### src/rtl/nuc_stream_writer.sv
// nuc_stream_writer: unpacks a byte stream into the 2-bit nucleotide memory.
// Optional running checksum output when NUC_WR_CHECKSUM_EN is defined.
module nuc_stream_writer #(
    parameter int W  = 65536,
    parameter int AW = $clog2(W)
) (
    input  logic          clock,
    input  logic          reset,
    input  logic          start,
    input  logic [AW:0]   len,
    input  logic [7:0]    byte_in,
    input  logic          byte_valid,
    output logic          byte_ready,
    output logic          mem_we,
    output logic [AW-1:0] mem_addr,
    output logic [1:0]    mem_wdata,
    output logic          busy,
    output logic          done,
`ifdef NUC_WR_CHECKSUM_EN
    output logic [AW:0]   count,
    output logic [7:0]    checksum
`else
    output logic [AW:0]   count
`endif
);

    typedef enum logic [1:0] {
        IDLE,
        FETCH,
        WRITE,
        DONE
    } state_t;

    localparam logic [AW:0] WMAX = (AW+1)'(W);
    localparam logic [AW:0] ONE  = (AW+1)'(1);

    state_t      state;
    state_t      state_nx;
    logic [AW:0] lenq;
    logic [AW:0] len_clip;
    logic [AW:0] count_inc;
    logic [7:0]  shreg;
    logic [1:0]  phase;
    logic        last_nuc;
    logic        phase_end;

    // A load never asks for more than the memory holds.
    assign len_clip  = (len > WMAX) ? WMAX : len;
    assign count_inc = count + ONE;
    assign last_nuc  = (count_inc == lenq);
    assign phase_end = (phase == 2'd3);

    // State register.
    always_ff @(posedge clock) begin
        if (reset) begin
            state <= IDLE;
        end else begin
            state <= state_nx;
        end
    end

    // Next state and state-decoded outputs; reset forces every output quiet.
    always_comb begin
        state_nx   = state;
        byte_ready = 1'b0;
        mem_we     = 1'b0;
        mem_addr   = '0;
        mem_wdata  = 2'b00;
        busy       = 1'b0;
        done       = 1'b0;
        unique case (state)
            IDLE: begin
                if (start) begin
                    state_nx = (len_clip == '0) ? DONE : FETCH;
                end
            end
            FETCH: begin
                busy       = 1'b1;
                byte_ready = 1'b1;
                if (byte_valid) begin
                    state_nx = WRITE;
                end
            end
            WRITE: begin
                busy      = 1'b1;
                mem_we    = 1'b1;
                mem_addr  = count[AW-1:0];
                mem_wdata = shreg[7:6];
                if (last_nuc) begin
                    state_nx = DONE;
                end else if (phase_end) begin
                    state_nx = FETCH;
                end
            end
            DONE: begin
                done     = 1'b1;
                state_nx = IDLE;
            end
            default: begin
                state_nx = IDLE;
            end
        endcase
        if (reset) begin
            byte_ready = 1'b0;
            mem_we     = 1'b0;
            mem_addr   = '0;
            mem_wdata  = 2'b00;
            busy       = 1'b0;
            done       = 1'b0;
        end
    end

    // Length latch, shift register, write counter and nucleotide phase.
    always_ff @(posedge clock) begin
        if (reset) begin
            lenq  <= '0;
            count <= '0;
            shreg <= 8'h00;
            phase <= 2'd0;
        end else begin
            case (state)
                IDLE: begin
                    if (start) begin
                        lenq  <= len_clip;
                        count <= '0;
                    end
                end
                FETCH: begin
                    if (byte_valid) begin
                        shreg <= byte_in;
                        phase <= 2'd0;
                    end
                end
                WRITE: begin
                    shreg <= {shreg[5:0], 2'b00};
                    count <= count_inc;
                    phase <= phase + 2'd1;
                end
                default: begin
                end
            endcase
        end
    end

`ifdef NUC_WR_CHECKSUM_EN
    // Running mod-256 sum of every nucleotide written in the current load.
    always_ff @(posedge clock) begin
        if (reset) begin
            checksum <= 8'h00;
        end else if (state == IDLE && start) begin
            checksum <= 8'h00;
        end else if (state == WRITE) begin
            checksum <= checksum + {6'b0, shreg[7:6]};
        end
    end
`endif

endmodule

### config.mk
export PLATFORM = sky130hd
export DESIGN_NAME = nuc_stream_writer
export DESIGN_NICKNAME = d
export VERILOG_FILES = /design/src/rtl/nuc_stream_writer.sv
export SDC_FILE = /design/constraint.sdc
export NUM_CORES = 1
export LEC_CHECK = 0
export ABC_AREA = 0
export BUFFER_PORTS_ARGS = -buffer_cell sky130_fd_sc_hd__buf_4
export CAP_MARGIN = 20
export CORE_MARGIN = 5
export CORE_UTILIZATION = 48
export DETAILED_ROUTE_END_ITERATION = 12
export PLACE_DENSITY = 0.78
export REMOVE_ABC_BUFFERS = 1
export SYNTH_ARGS = -nofsm -noshare
export SYNTH_HDL_FRONTEND = slang
export SYNTH_SLANG_ARGS = --single-unit
### constraint.sdc
create_clock -name clock -period 2.4 [get_ports clock]
set_clock_uncertainty 0.2 [all_clocks]
set_input_delay 0.48 -clock clock [delete_from_list [all_inputs] [get_ports clock]]
set_output_delay 0.48 -clock clock [all_outputs]
set_load 0.03 [all_outputs]
# Word-level counts from Yosys, hierarchy flattened
# Cells that the tools add are included.
[word_totals] regBits=46 in_bits=29
[op_classes] addsub=2 n_lt_le_gt_ge=1 eq_ne=8 mux=25 reduce_logical=9
[op_table] operator="17-bit 2-to-1 mux" n=2
[op_table] operator="17-bit one-hot mux with 2 select lines" n=1
[op_table] operator="16-bit 2-to-1 mux" n=2
[op_table] operator="17-bit by 1-bit adder with 17-bit output, second input constant" n=1
[op_table] operator="17-bit == test" n=1
[op_table] operator="17-bit > comparator, second input constant" n=1
[op_table] operator="17-bit logical NOT" n=1
[op_table] operator="2-bit 2-to-1 mux" n=8
[op_table] operator="8-bit one-hot mux with 2 select lines" n=1
[op_table] operator="1-bit 2-to-1 mux" n=8
[op_table] operator="8-bit 2-to-1 mux" n=1
[op_table] operator="2-bit one-hot mux with 4 select lines" n=1
[op_table] operator="2-bit == test, second input constant" n=3
[op_table] operator="2-bit AND reduction" n=3
[op_table] operator="2-bit != test, second input constant" n=2
[op_table] operator="2-bit one-hot mux with 2 select lines" n=1
[op_table] operator="2-bit nonzero test" n=2
[op_table] operator="3-bit != test, second input constant" n=1
[op_table] operator="3-bit AND reduction" n=1
[op_table] operator="2-bit by 1-bit adder with 2-bit output, second input constant" n=1
[op_table] operator="2-bit by 1-bit == test with 1-bit output, second input constant" n=1
[op_table] operator="2-bit logical NOT" n=1
[op_table] operator="2-bit OR reduction" n=1

# Longest topological paths before layout
# Gate-level depths: netlist (run 1).
[logic_depth] ltp_word=6 depth_mapped=10

# Least setup slack after synthesis (run 1)
# Ideal clock, no wire load.
[synth_path] path_kind="flip-flop to flip-flop" from="register count[0]" to="register state[1]" setup_time_ns=0.130 arrival_time_ns=2.249 required_ns=2.070 path_slack_ns=-0.179 path_stages_with_launch=10 n_path_buf=1 cell_sequence="dfxtp_1 > ha_1 > nand3_2 > buf_2 > nor4_2 > xnor2_1 > nand4_1 > nor4_2 > o211a_1 > o32ai_1"
[synth_between] elab_chain_len=4 word_cells_on_any_way=6 classes_between="1 x add/sub; 2 x eq/ne; 2 x mux; 1 x reduce/logical"
[synth_rtl] item="start: declaration" line="23" rtl="output logic [AW:0] count"
[synth_rtl] item="start signal: assignment" line="136" rtl="count <= count_inc;"
[synth_rtl] item="17-bit by 1-bit adder with 17-bit output (*)" line="49" rtl="assign count_inc = count + ONE;"
[synth_rtl] item="17-bit == test (*)" line="50" rtl="assign last_nuc = (count_inc == lenq);"
[synth_rtl] item="2-bit 2-to-1 mux or 3-bit != test (tied branches)"
[synth_rtl] item="2-bit one-hot mux with 4 select lines or 3-bit AND reduction (tied branches)"
[synth_rtl] item="end signal: assignment" line="58" rtl="state <= state_nx;"
[synth_rtl] item="end: declaration" line="37" rtl="state_t state;"
# Every way passes the cells marked *; elsewhere a longest branch is shown, timed or not.
# A chain may end at the register's enable or synchronous reset.

# Final worst setup path (run 1)
# Ends and elaborated chain as after synthesis.

==> reports/qor.csv, run 1 <==
metric,value,unit
mapped cell area,2710,µm²
drt initial violations,183,
multi-input logic area,1700,µm²
total CTS buffers,5,
vias per inst,5.55,
number of clock sinks,46,
Mapped Cells,340,
wire per inst,15.4,µm
initial antenna violation count,0,
clock share of power,23.7,%
Final Cycle Share,104,%
Layout area overhead,34.4,%
largest net degree at the start of global routing,53,
minimum clock period,2.50,ns
worst r2r path cells,8,
final hold violation count,0,
CP startpoint kind,register,
"commonest non-fill, non-tap cell in the layout",buf_4,
later-pin clock latency in the skew report,0.31,ns
worst path required time,2.37,ns
hold path cells,3,
Fin Setup TNS,-0.163,ns
Worst Path Max Fanout,6,
unrepaired setup endpoints after global routing,true,
CP max stage delay,0.62,ns
r2r endpoint,state[1],
YS warnings,0,
Fmax,400,MHz
crit path max-delay cell type,or4_4,
first-pass GRT wire length,12400,µm
Rows,27,
hold endpoint,lenq[8],
layout cell share with drive strength beyond 1,30.6,%
"Hold-fix buffers, CTS",0,
Max Cap Viol,0,
sw frac,37.1,%
overall routed net length,7630,µm
most frequent CP cell,nand4_1,
initial core utilization,49.2,%
Netlist cell types,45,
Core Area,5510,µm²
cell area power density,686,nW/µm²
worst-path cell chain,buf_6 -> nand4_1 -> or4_4 -> xnor2_2 -> nand4_1 -> nor4_4 -> o211a_1 -> o32ai_1,
DRT Pass-1 Iters,4,
setup ws final,-0.101,ns
Int Power,1.57,mW
Comb pwr share,39.3,%
Worst slew margin,63.8,%
"delay-heaviest family, CP",simple AND/OR/NAND/NOR gates,
sequential power share,37.0,%
Util after Layout,66.1,%
reg-to-reg critical path startpoint,count[0],
diode count,0,
Die Height,85.1,µm
Register Area,926,µm²
WP buf/inv,1,
most frequent cells in the layout,"101 x buf_4, 48 x nor2_1, 42 x dfxtp_1",
NetSw,0.925,mW
Buffers on Ports,67,
post-route ant nets,0,
worst setup path start,count[0],
Arrival @ worst endpoint,2.47,ns
fillcell total,486,
Post-DP HPWL,5600,µm
root buffer cell,clkbuf_8,
VDD IR max,0.430,mV
IO Count,68,
status,"finished, violations left",
hold path start,len[8],
Final Setup Violations,2,
total leakage power,1.51,nW
CTS H-tree depth,2,
Clock Path Buffers,2,
"Seq/Total Area, Yosys",34.0,%
total gr overflow,0,
worst slew pin tran,0.543,ns
max-slew violations,0,
Die W,85.1,µm
Yosys reg bits,46,
reg2reg setup slack,-0.10,ns
Worst Hold Class,in2reg,
failing checks,negative setup slack,
Vias,2757,
Final #Nets,459,
worst setup path class,reg2reg,
CTS tree,built,
vias in the first global route,2533,
syn avg cell area,7.97,µm²
# DRC,0,
DIE AREA,7250,µm²
GRT Total Usage,21.0,%
Placer Congestion,0.856,
Worst-path clk slew,0.09,ns
Crit. End Element,register,
## routing by layer
metal  global-route usage, %  vias up  share of wire [%]
li1                        -     1366                  -
met1                    28.4     1301                 44
met2                    34.5       80                 49
met3                    2.91       10                5.3
met4                    7.05        0                1.5
met5                       0        -                  0
## synthesized netlist by cell type
cell type  instances  share of area, %
a2111oi_0          1              0.32
nor3_1             7               1.3
a22oi_2            1              0.46
buf_2              7               1.3
nand3_1            6               1.1
a311oi_1           2              0.65
a21oi_1           27               5.0
a211o_1            1              0.32
a31oi_1            1              0.23
nand3b_1           4               1.1
nor4_1             6               1.4
xnor2_1           22               7.1
a311o_1            1              0.37
dfxtp_1           46                34
o21ai_0           15               2.8
or4_1              1              0.28
nor2b_1            3              0.69
o2111ai_1          1              0.32
nand4_1            7               1.6
nand2b_1           4              0.92
ha_1               6               2.8
or2_1              1              0.23
a22oi_1           12               3.3
buf_4              1              0.28
xor2_1             7               2.3
inv_1              6              0.83
nand3_2            1              0.37
clkbuf_1          16               2.2
o211a_1            2              0.74
nor4_4             1              0.79
o21a_1             4               1.1
nand4_4            1              0.79
nand2_1           24               3.3
and3_1             1              0.23
nor3_2             1              0.37
a21o_1             1              0.28
a32oi_1            1              0.32
nor2_1            49               6.8
buf_1              2              0.28
nor3b_1            7               1.9
o32ai_1            1              0.32
a211oi_1           6               1.7
nor4_2             3               1.4
mux2i_1            6               2.2
and2_1            17               3.9
## sequential cells by signal (all words and copies together) (netlist names)
| register | count |
|---|---|
| count | 17 |
| lenq | 17 |
| phase | 2 |
| shreg | 8 |
| state | 2 |
## layout make-up
class	instances	area share (%)
Inverter	6	0.619
Multi-Input combinational cell	262	46.7
Sequential cell	46	25.4
Clock buffer	5	1.89
Tap cell	72	2.47
Clock inverter	3	1.24
Timing Repair Buffer	103	21.7
## repair_timing
action                     in CTS  in global routing
setup buffers                   0                  3
pin swaps                       2                  3
gates resized for setup        13                  2
setup endpoints to repair      19                 26
## worst max-delay path by stage
stage,depth (start not counted),slack [ns],end
after CTS,9,-0.04,state[1]
after detailed placement,8,-0.13,state[1]
after global placement,8,-0.09,state[1]
after global routing,9,-0.18,state[1]
after floorplan,5,-0.50,mem_addr[0]
final,8,-0.10,state[1]
## kinds of logic after synthesis
logic type	share of synthesized area, %
flip-flops	34.0
AO/OA/AOI/OAI	18.2
adder cells (fa/ha/maj)	2.77
buffers and inverters	4.90
XOR/XNOR	9.38
multiplexers	2.22
AND/OR/NAND/NOR	28.5
## tightest hold or removal path, delay by kind of cell
family,cells,cell delay (ns)
AO/OA/AOI/OAI,1,0.05
AND/OR/NAND/NOR,1,0.07
buffers and inverters,1,0.09
## power by group through the flow
stage | clock network (mW) | logic (mW) | registers, mW
detailed placement | 0 | 0.933 | 0.940
finish | 0.593 | 0.981 | 0.923
global route | 0.632 | 1.09 | 0.934
floorplan | 0 | 0.607 | 0.933
CTS | 0.599 | 0.955 | 0.923
global placement | 0 | 0.903 | 0.932
## stage by stage
step	hold slack [ns]	total power [mW]	std cells	worst slack, ns	instance area (µm²)
2_1_floorplan	0.225	1.54	314	-0.505	2600
3_3_place_gp	0.240	1.83	486	-0.0944	3440
3_5_place_dp	0.255	1.87	486	-0.132	3440
4_1_cts	0.216	2.48	494	-0.0378	3600
5_1_grt	0.216	2.66	497	-0.179	3640
6_report	0.217	2.50	497	-0.101	3640
Power figures use the tool's default switching activity.
==> inputs of run 2 (changes only) <==
--- a/config.mk
+++ b/config.mk
@@ -5,13 +5,13 @@
 export SDC_FILE = /design/constraint.sdc
 export NUM_CORES = 1
 export LEC_CHECK = 0
-export ABC_AREA = 0
+export ABC_AREA = 1
 export BUFFER_PORTS_ARGS = -buffer_cell sky130_fd_sc_hd__buf_4
 export CAP_MARGIN = 20
 export CORE_MARGIN = 5
-export CORE_UTILIZATION = 48
+export CORE_UTILIZATION = 49
 export DETAILED_ROUTE_END_ITERATION = 12
-export PLACE_DENSITY = 0.78
+export PLACE_DENSITY = 0.79
 export REMOVE_ABC_BUFFERS = 1
 export SYNTH_ARGS = -nofsm -noshare
 export SYNTH_HDL_FRONTEND = slang
==> run 2 against run 1 <==
  * Critical endpoint is now mem_addr[8]
  * Worst hold slack improved by 0.022 ns
  * Non-clock buffer count fell by 17
  * Largest cell class unchanged
  * Area after synthesis grew 8.9%
  * Via count grew 18%
  * Flip-flop and latch count did not move
  * Final cell count rose by 24%
  * Core utilization down 2.4 points
  * Critical path depth shrank 1
  * The flow now finishes without violations
  * Synthesized cell count rose by 36%
  * Design area is 3.0% higher
==> reports/qor.csv, run 2 <==
metric,value,unit,change
status,completed,,
most frequent cells in the layout,"135 x nand2_1, 86 x buf_4, 48 x nor2_1",,
final hold violation count,0,,unchanged
first-pass GRT wire length,14300,µm,+16%
number of flops mapped to enable cells by yosys,0,,unchanged
# DRC,0,,unchanged
CTS H-tree depth,2,,unchanged
dominant register cell in the synthesized netlist,dfxtp_1,,
Util after Layout,63.7,%,-2.4 points
hold path cells,3,,unchanged
max-slew violations,0,,unchanged
fillcell total,560,,+15%
gr busiest metal,met2,,
Register Area,922,µm²,-0.41%
Clock Path Buffers,2,,unchanged
Final Setup Violations,0,,-2
WP buf/inv,4,,+3
cell area power density,740,nW/µm²,+7.9%
total gr overflow,0,,unchanged
total leakage power,1.68,nW,+12%
Worst Hold Class,in2reg,,
overall routed net length,8690,µm,+14%
Final Cycle Share,93.9,%,-10 points
largest net degree at the start of global routing,39,,-26%
"delay-heaviest family, CP",buffers and inverters,,
sw frac,39.8,%,+2.8 points
IO Count,68,,unchanged
largest area contributor in the netlist,dfxtp_1,,
Worst-path clk slew,0.09,ns,about the same
Setup WS pre-CTS,0.114,ns,+0.246 ns
total CTS buffers,5,,unchanged
initial antenna violation count,0,,unchanged
CTS tree,built,,
initial core utilization,50.1,%,+0.91 points
Netlist cell types,34,,-24%
worst slew pin tran,0.490,ns,-0.0530 ns
"top cells by area, synth","dfxtp_1 31%, nand2_1 17%, nand3_1 6.8%, a21oi_1 6.6%, nor2_1 6.4%",,
Core Area,5890,µm²,+6.9%
Int Power,1.67,mW,+6.3%
Post-DP HPWL,6710,µm,+20%
DRT Pass-1 Iters,4,,unchanged
crit path max-delay cell type,dfxtp_1,,
# Post-CTS Setup Buffers,0,,unchanged
DIE AREA,7670,µm²,+5.9%
worst setup path class,reg2out,,
Layout area overhead,27.2,%,
Comb pwr share,41.4,%,+2.1 points
worst path required time,1.72,ns,-0.65 ns
"Seq/Total Area, Yosys",31.2,%,-2.8 points
NetSw,1.11,mW,+20%
CP max stage delay,0.38,ns,-0.24 ns
Die W,87.6,µm,+2.9%
M2 GR Usage,39.3,%,+4.9 points
later-pin clock latency in the skew report,0.31,ns,about the same
vias in the first global route,3060,,+21%
setup ws final,0.147,ns,+0.247 ns
Fmax,444,MHz,+11%
met1 Use GR,30.1,%,+1.7 points
worst-path cell chain,inv_1 -> ha_1 -> inv_1 -> nor2_4 -> inv_4 -> nor2_1 -> buf_4,,
Worst Path Max Fanout,14,,+8
unrepaired setup endpoints after global routing,false,,
Mapped Cells,463,,+36%
hold path start,len[7],,
number of clock sinks,46,,unchanged
Top Registers,"count: 17 flops, lenq: 17 flops, shreg: 8 flops",,
Yosys reg bits,46,,unchanged
hold endpoint,lenq[7],,
sequential power share,36.8,%,-0.2 points
syn avg cell area,6.37,µm²,-20%
worst r2r path cells,14,,+6
reg-to-reg critical path startpoint,count[2],,
Placer Congestion,1.00,,+17%
YS warnings,0,,unchanged
wire per inst,14.1,µm,-8.0%
Vias,3252,,+18%
layout cell share with drive strength beyond 1,24.4,%,-6.1 points
multi-input logic area,1790,µm²,+5.6%
r2r endpoint,state[1],,
Final #Nets,575,,+25%
"Async S/R FF share, synth",0,%,unchanged
most frequent CP cell,inv_1,,
post-route ant nets,0,,unchanged
CP startpoint kind,register,,
mapped cell area,2950,µm²,+8.9%
clock share of power,21.8,%,-1.9 points
reg2reg setup slack,0.18,ns,+0.28 ns
"commonest non-fill, non-tap cell in the layout",nand2_1,,
VDD IR max,0.692,mV,+61%
GR Util met3,4.23,%,+1.3 points
Crit. End Element,output pin,,
most frequent cell after synthesis,nand2_1,,
Buffers on Ports,67,,unchanged
top post-synthesis cells by count,"135 x nand2_1, 50 x nor2_1, 47 x inv_1",,
Arrival @ worst endpoint,1.57,ns,-0.90 ns
root buffer cell,clkbuf_8,,
Rows,28,,+3.7%
minimum clock period,2.25,ns,-0.247 ns
Worst slew margin,67.1,%,+3.3 points
share of the synthesized area in the top cell type,31.2,%,-2.8 points
diode count,0,,unchanged
Max Cap Viol,0,,unchanged
GRT Total Usage,23.5,%,+2.4 points
vias per inst,5.29,,-4.7%
Die Height,87.6,µm,+2.9%
drt initial violations,195,,+6.6%
==> run 2: cell types whose count changed after synthesis, sizes merged, moves of 12 or more <==
| cell | delta |
|---|---|
| nand3 | +36 |
| nor2 | +13 |
| a22oi | -13 |
| nand2 | +124 |
| a21oi | +12 |
| inv | +42 |
| xnor2 | -20 |
| and2 | -16 |
==> run 2: worst reg2reg max path, stage by stage, from the launching register on <==
cell and delay (ns):
dfxtp_1 0.51, nand3_2 0.23, nor2_4 0.22, nand2_1 0.09
nand2_1 0.07, nand3_1 0.08, nand2_1 0.11, nand2_1 0.06
nor2_1 0.11, nand3_2 0.12, nand2_2 0.09, nand2_2 0.06
nand2_1 0.05, nand2_1 0.04, nor2_1 0.11
==> run 2: repair_timing <==
| action | 4_1_cts | 5_1_grt |
|---|---|---|
| hold buffers | 0 | 0 |
| pin swaps | 0 | 1 |
| setup endpoints to repair | 14 | 16 |
| resized for setup | 1 | 6 |
==> run 2: per-layer routing <==
metal / part of all wire (%) / routed length, µm
met2: 47 / 4120
met1: 42 / 3670
met5: 0 / 0
met4: 2.4 / 206
met3: 8.0 / 696
==> run 2: cell families after synthesis <==
group | share of synthesized area (%)
AOI/OAI and AO/OA | 14.6
xor gates and xnor gates | 1.70
adders and majority gates | 2.55
buffers and inverters | 8.36
DFF | 31.2
and+or+nand+nor | 41.5
==> run 2: layout make-up <==
class                   instances  share of cell area, %
multi-input cells             353                   47.8
flip-flops and latches         46                   24.6
repair buffers                 86                   17.2
inverters                      48                   4.87
well taps                      75                   2.50
clock buffers                   6                   2.20
clock inverters                 1                  0.801
==> run 2: worst max-delay path by stage <==
stage	from	end	slack [ns]	cells after the start
CTS	state[0]	mem_addr[8]	0.05	7
detailed placement	len[5]	state[1]	0.11	10
floorplan	state[0]	mem_addr[0]	-0.54	6
finish	state[0]	mem_addr[8]	0.15	7
global placement	len[5]	state[1]	0.13	10
global route	count[3]	state[1]	0.01	16
==> run 2: power by group through the flow <==
stage / combinational, mW / clock, mW / sequential, mW
after floorplan: 0.717 / 0 / 1.02
after global placement: 1.11 / 0 / 1.03
after detailed placement: 1.13 / 0 / 1.03
after CTS: 1.14 / 0.612 / 1.02
after global routing: 1.28 / 0.649 / 1.04
final: 1.15 / 0.606 / 1.02
==> run 2: stage by stage <==
step	setup TNS, ns	cell area, µm²	hold slack (ns)	power [mW]	instances
6_report	0	3750	0.239	2.78	615
5_1_grt	0	3750	0.231	2.97	615
4_1_cts	0	3730	0.235	2.77	615
3_5_place_dp	0	3620	0.264	2.16	608
3_3_place_gp	0	3620	0.254	2.13	608
2_1_floorplan	-7.63	2880	0.240	1.74	447
==> inputs of run 3 (changes only) <==
--- a/config.mk
+++ b/config.mk
@@ -7,11 +7,10 @@
 export LEC_CHECK = 0
 export ABC_AREA = 1
 export BUFFER_PORTS_ARGS = -buffer_cell sky130_fd_sc_hd__buf_4
-export CAP_MARGIN = 20
 export CORE_MARGIN = 5
-export CORE_UTILIZATION = 49
+export CORE_UTILIZATION = 58
 export DETAILED_ROUTE_END_ITERATION = 12
-export PLACE_DENSITY = 0.79
+export PLACE_DENSITY = 0.87
 export REMOVE_ABC_BUFFERS = 1
 export SYNTH_ARGS = -nofsm -noshare
 export SYNTH_HDL_FRONTEND = slang
==> constraint.sdc (replaced) <==
create_clock -name clock -period 2.6 [get_ports clock]
set_clock_uncertainty 0.2 [all_clocks]
set_input_delay 0.52 -clock clock [delete_from_list [all_inputs] [get_ports clock]]
set_output_delay 0.52 -clock clock [all_outputs]
set_load 0.03 [all_outputs]
==> run 3 against run 2 <==
  * Wire length shrank 3.6%
  * Total power shrank 9.3%
  * Core utilization grew 9.0 points
  * Setup slack lost 0.048 ns
  * Sequential share of layout area grew 0.70 points
  * Clock power shrank 11%
==> reports/qor.csv, run 3 (same netlist as run 2, synthesis figures left out) <==
metric,value,unit,change
status,completed,,
Die Height,81.3,µm,-7.2%
Worst slew margin,51.9,%,-15 points
CTS H-tree depth,2,,unchanged
largest net degree at the start of global routing,39,,unchanged
total CTS buffers,5,,unchanged
CP max stage delay,0.35,ns,-0.03 ns
Overall Power,2.52,mW,-9.3%
# Post-CTS Setup Buffers,0,,unchanged
Die W,81.3,µm,-7.2%
setup ws final,0.0990,ns,-0.0477 ns
Core Area,5010,µm²,-15%
post-route ant nets,0,,unchanged
Worst-path clk slew,0.08,ns,about the same
final hold violation count,0,,unchanged
drt initial violations,285,,+46%
vias in the first global route,2996,,-2.1%
"commonest non-fill, non-tap cell in the layout",nand2_1,,
DIE AREA,6610,µm²,-14%
number of clock sinks,46,,unchanged
Fin Setup TNS,0,ns,unchanged
IO Count,68,,unchanged
worst r2r path cells,14,,unchanged
total gr overflow,0,,unchanged
Setup WS pre-CTS,0.239,ns,+0.124 ns
r2r endpoint,state[0],,
initial antenna violation count,0,,unchanged
Fmax,400,MHz,
later-pin clock latency in the skew report,0.30,ns,about the same
Final Cycle Share,96.2,%,
initial core utilization,58.9,%,+8.8 points
max-slew violations,0,,unchanged
minimum clock period,2.50,ns,
worst path required time,1.88,ns,+0.16 ns
met3 routed WL,668,µm,-4.0%
Rows,26,,-7.1%
Crit. End Element,output pin,,
wire per inst,14.0,µm,-1.2%
first-pass GRT wire length,13800,µm,-3.8%
Final #Nets,564,,-1.9%
WP buf/inv,4,,unchanged
vias per inst,5.44,,+2.8%
worst-path cell chain,inv_1 -> ha_1 -> inv_1 -> nor2_1 -> inv_2 -> nor2_1 -> buf_4,,
Worst Hold Class,reg2reg,,
worst slew pin tran,0.715,ns,+0.225 ns
total leakage power,1.62,nW,-3.9%
layout cell share with drive strength beyond 1,22.1,%,-2.4 points
Vias,3261,,+0.28%
DP Cell Count,592,,-2.6%
Layout area overhead,23.5,%,
root buffer cell,clkbuf_8,,
unrepaired setup endpoints after global routing,false,,
highest metal used,met4,,
# DRC,0,,unchanged
GRT Total Usage,26.6,%,+3.2 points
hold endpoint,shreg[0],,
Register Area,921,µm²,-0.14%
Placer Congestion,0.936,,-6.3%
Final Setup Violations,0,,unchanged
worst setup path class,reg2out,,
fillcell total,431,,-23%
Non-Filler Instances,600,,-2.4%
overall routed net length,8380,µm,-3.6%
diode count,0,,unchanged
Arrival @ worst endpoint,1.78,ns,+0.21 ns
Final Cell Area,3640,µm²,-2.9%
cell area power density,692,nW/µm²,-6.6%
DP Area,3530,µm²,-2.5%
hold path cells,2,,-1
most frequent cells in the layout,"135 x nand2_1, 75 x buf_4, 50 x nor2_1",,
DRT Pass-1 Iters,5,,+1
Worst Path Max Fanout,14,,unchanged
CTS tree,built,,
reg2reg setup slack,0.22,ns,+0.04 ns
VDD IR max,0.635,mV,-8.2%
crit path max-delay cell type,dfxtp_1,,
reg-to-reg critical path startpoint,count[1],,
Clock Path Buffers,2,,unchanged
hold path start,shreg[0],,
"delay-heaviest family, CP",buffers and inverters,,
CP startpoint kind,register,,
wire length on met1,3660,µm,-0.38%
Post-DP HPWL,6240,µm,-7.0%
met2 wire length,3900,µm,-5.3%
Max Cap Viol,0,,unchanged
multi-input logic area,1780,µm²,-0.56%
Top Registers,"count: 17 flops, lenq: 17 flops, shreg: 8 flops",,
Buffers on Ports,67,,unchanged
run 3: power by group:
group          total [mW]  internal, mW  switching (mW)
sequential          0.950         0.856          0.0945
combinational        1.03         0.354           0.677
clock               0.538         0.288           0.250
total                2.52          1.50            1.02
run 3: cell type report:
cell class / instances / area share, %
Tap cell: 70 / 2.40
Sequential cell: 46 / 25.3
Multi-Input combinational cell: 353 / 49.0
Clock inverter: 1 / 0.824
Clock buffer: 7 / 2.10
Inverter: 48 / 4.95
Timing Repair Buffer: 75 / 15.5
run 3: layer usage:
metal | global-route usage (%) | vias up
met5 | 0 | -
met4 | 8.78 | 0
met3 | 4.43 | 16
li1 | - | 1628
met2 | 44.5 | 143
met1 | 34.8 | 1474
run 3: metrics by stage:
step	utilization, %	hold slack [ns]
after floorplan	-	0.240
after global placement	70.5	0.253
after detailed placement	70.5	0.260
after CTS	72.7	0.273
after global routing	72.7	0.282
final	72.7	0.272
run 3: what timing repair did:
item / in CTS / in global routing
gates resized for setup: 1 / 1
hold buffers: 0 / 0
endpoints found under the setup margin: 1 / 2
run 3: tightest hold or removal path: cells and delay by family (launching register included):
kind / cells / cell delay (ns)
flip-flops: 1 / 0.32
AND/OR/NAND/NOR: 1 / 0.06
AO/OA/AOI/OAI: 1 / 0.06
run 3: worst max-delay path by stage:
stage | cells after the start | from | slack [ns] | end
6_report | 7 | state[0] | 0.1 | mem_addr[3]
5_1_grt | 16 | count[1] | 0.008 | state[0]
4_1_cts | 7 | state[0] | 0.13 | mem_addr[3]
3_5_place_dp | 9 | len[10] | 0.24 | state[1]
3_3_place_gp | 9 | len[10] | 0.30 | state[1]
2_1_floorplan | 6 | state[0] | -0.38 | mem_addr[0]
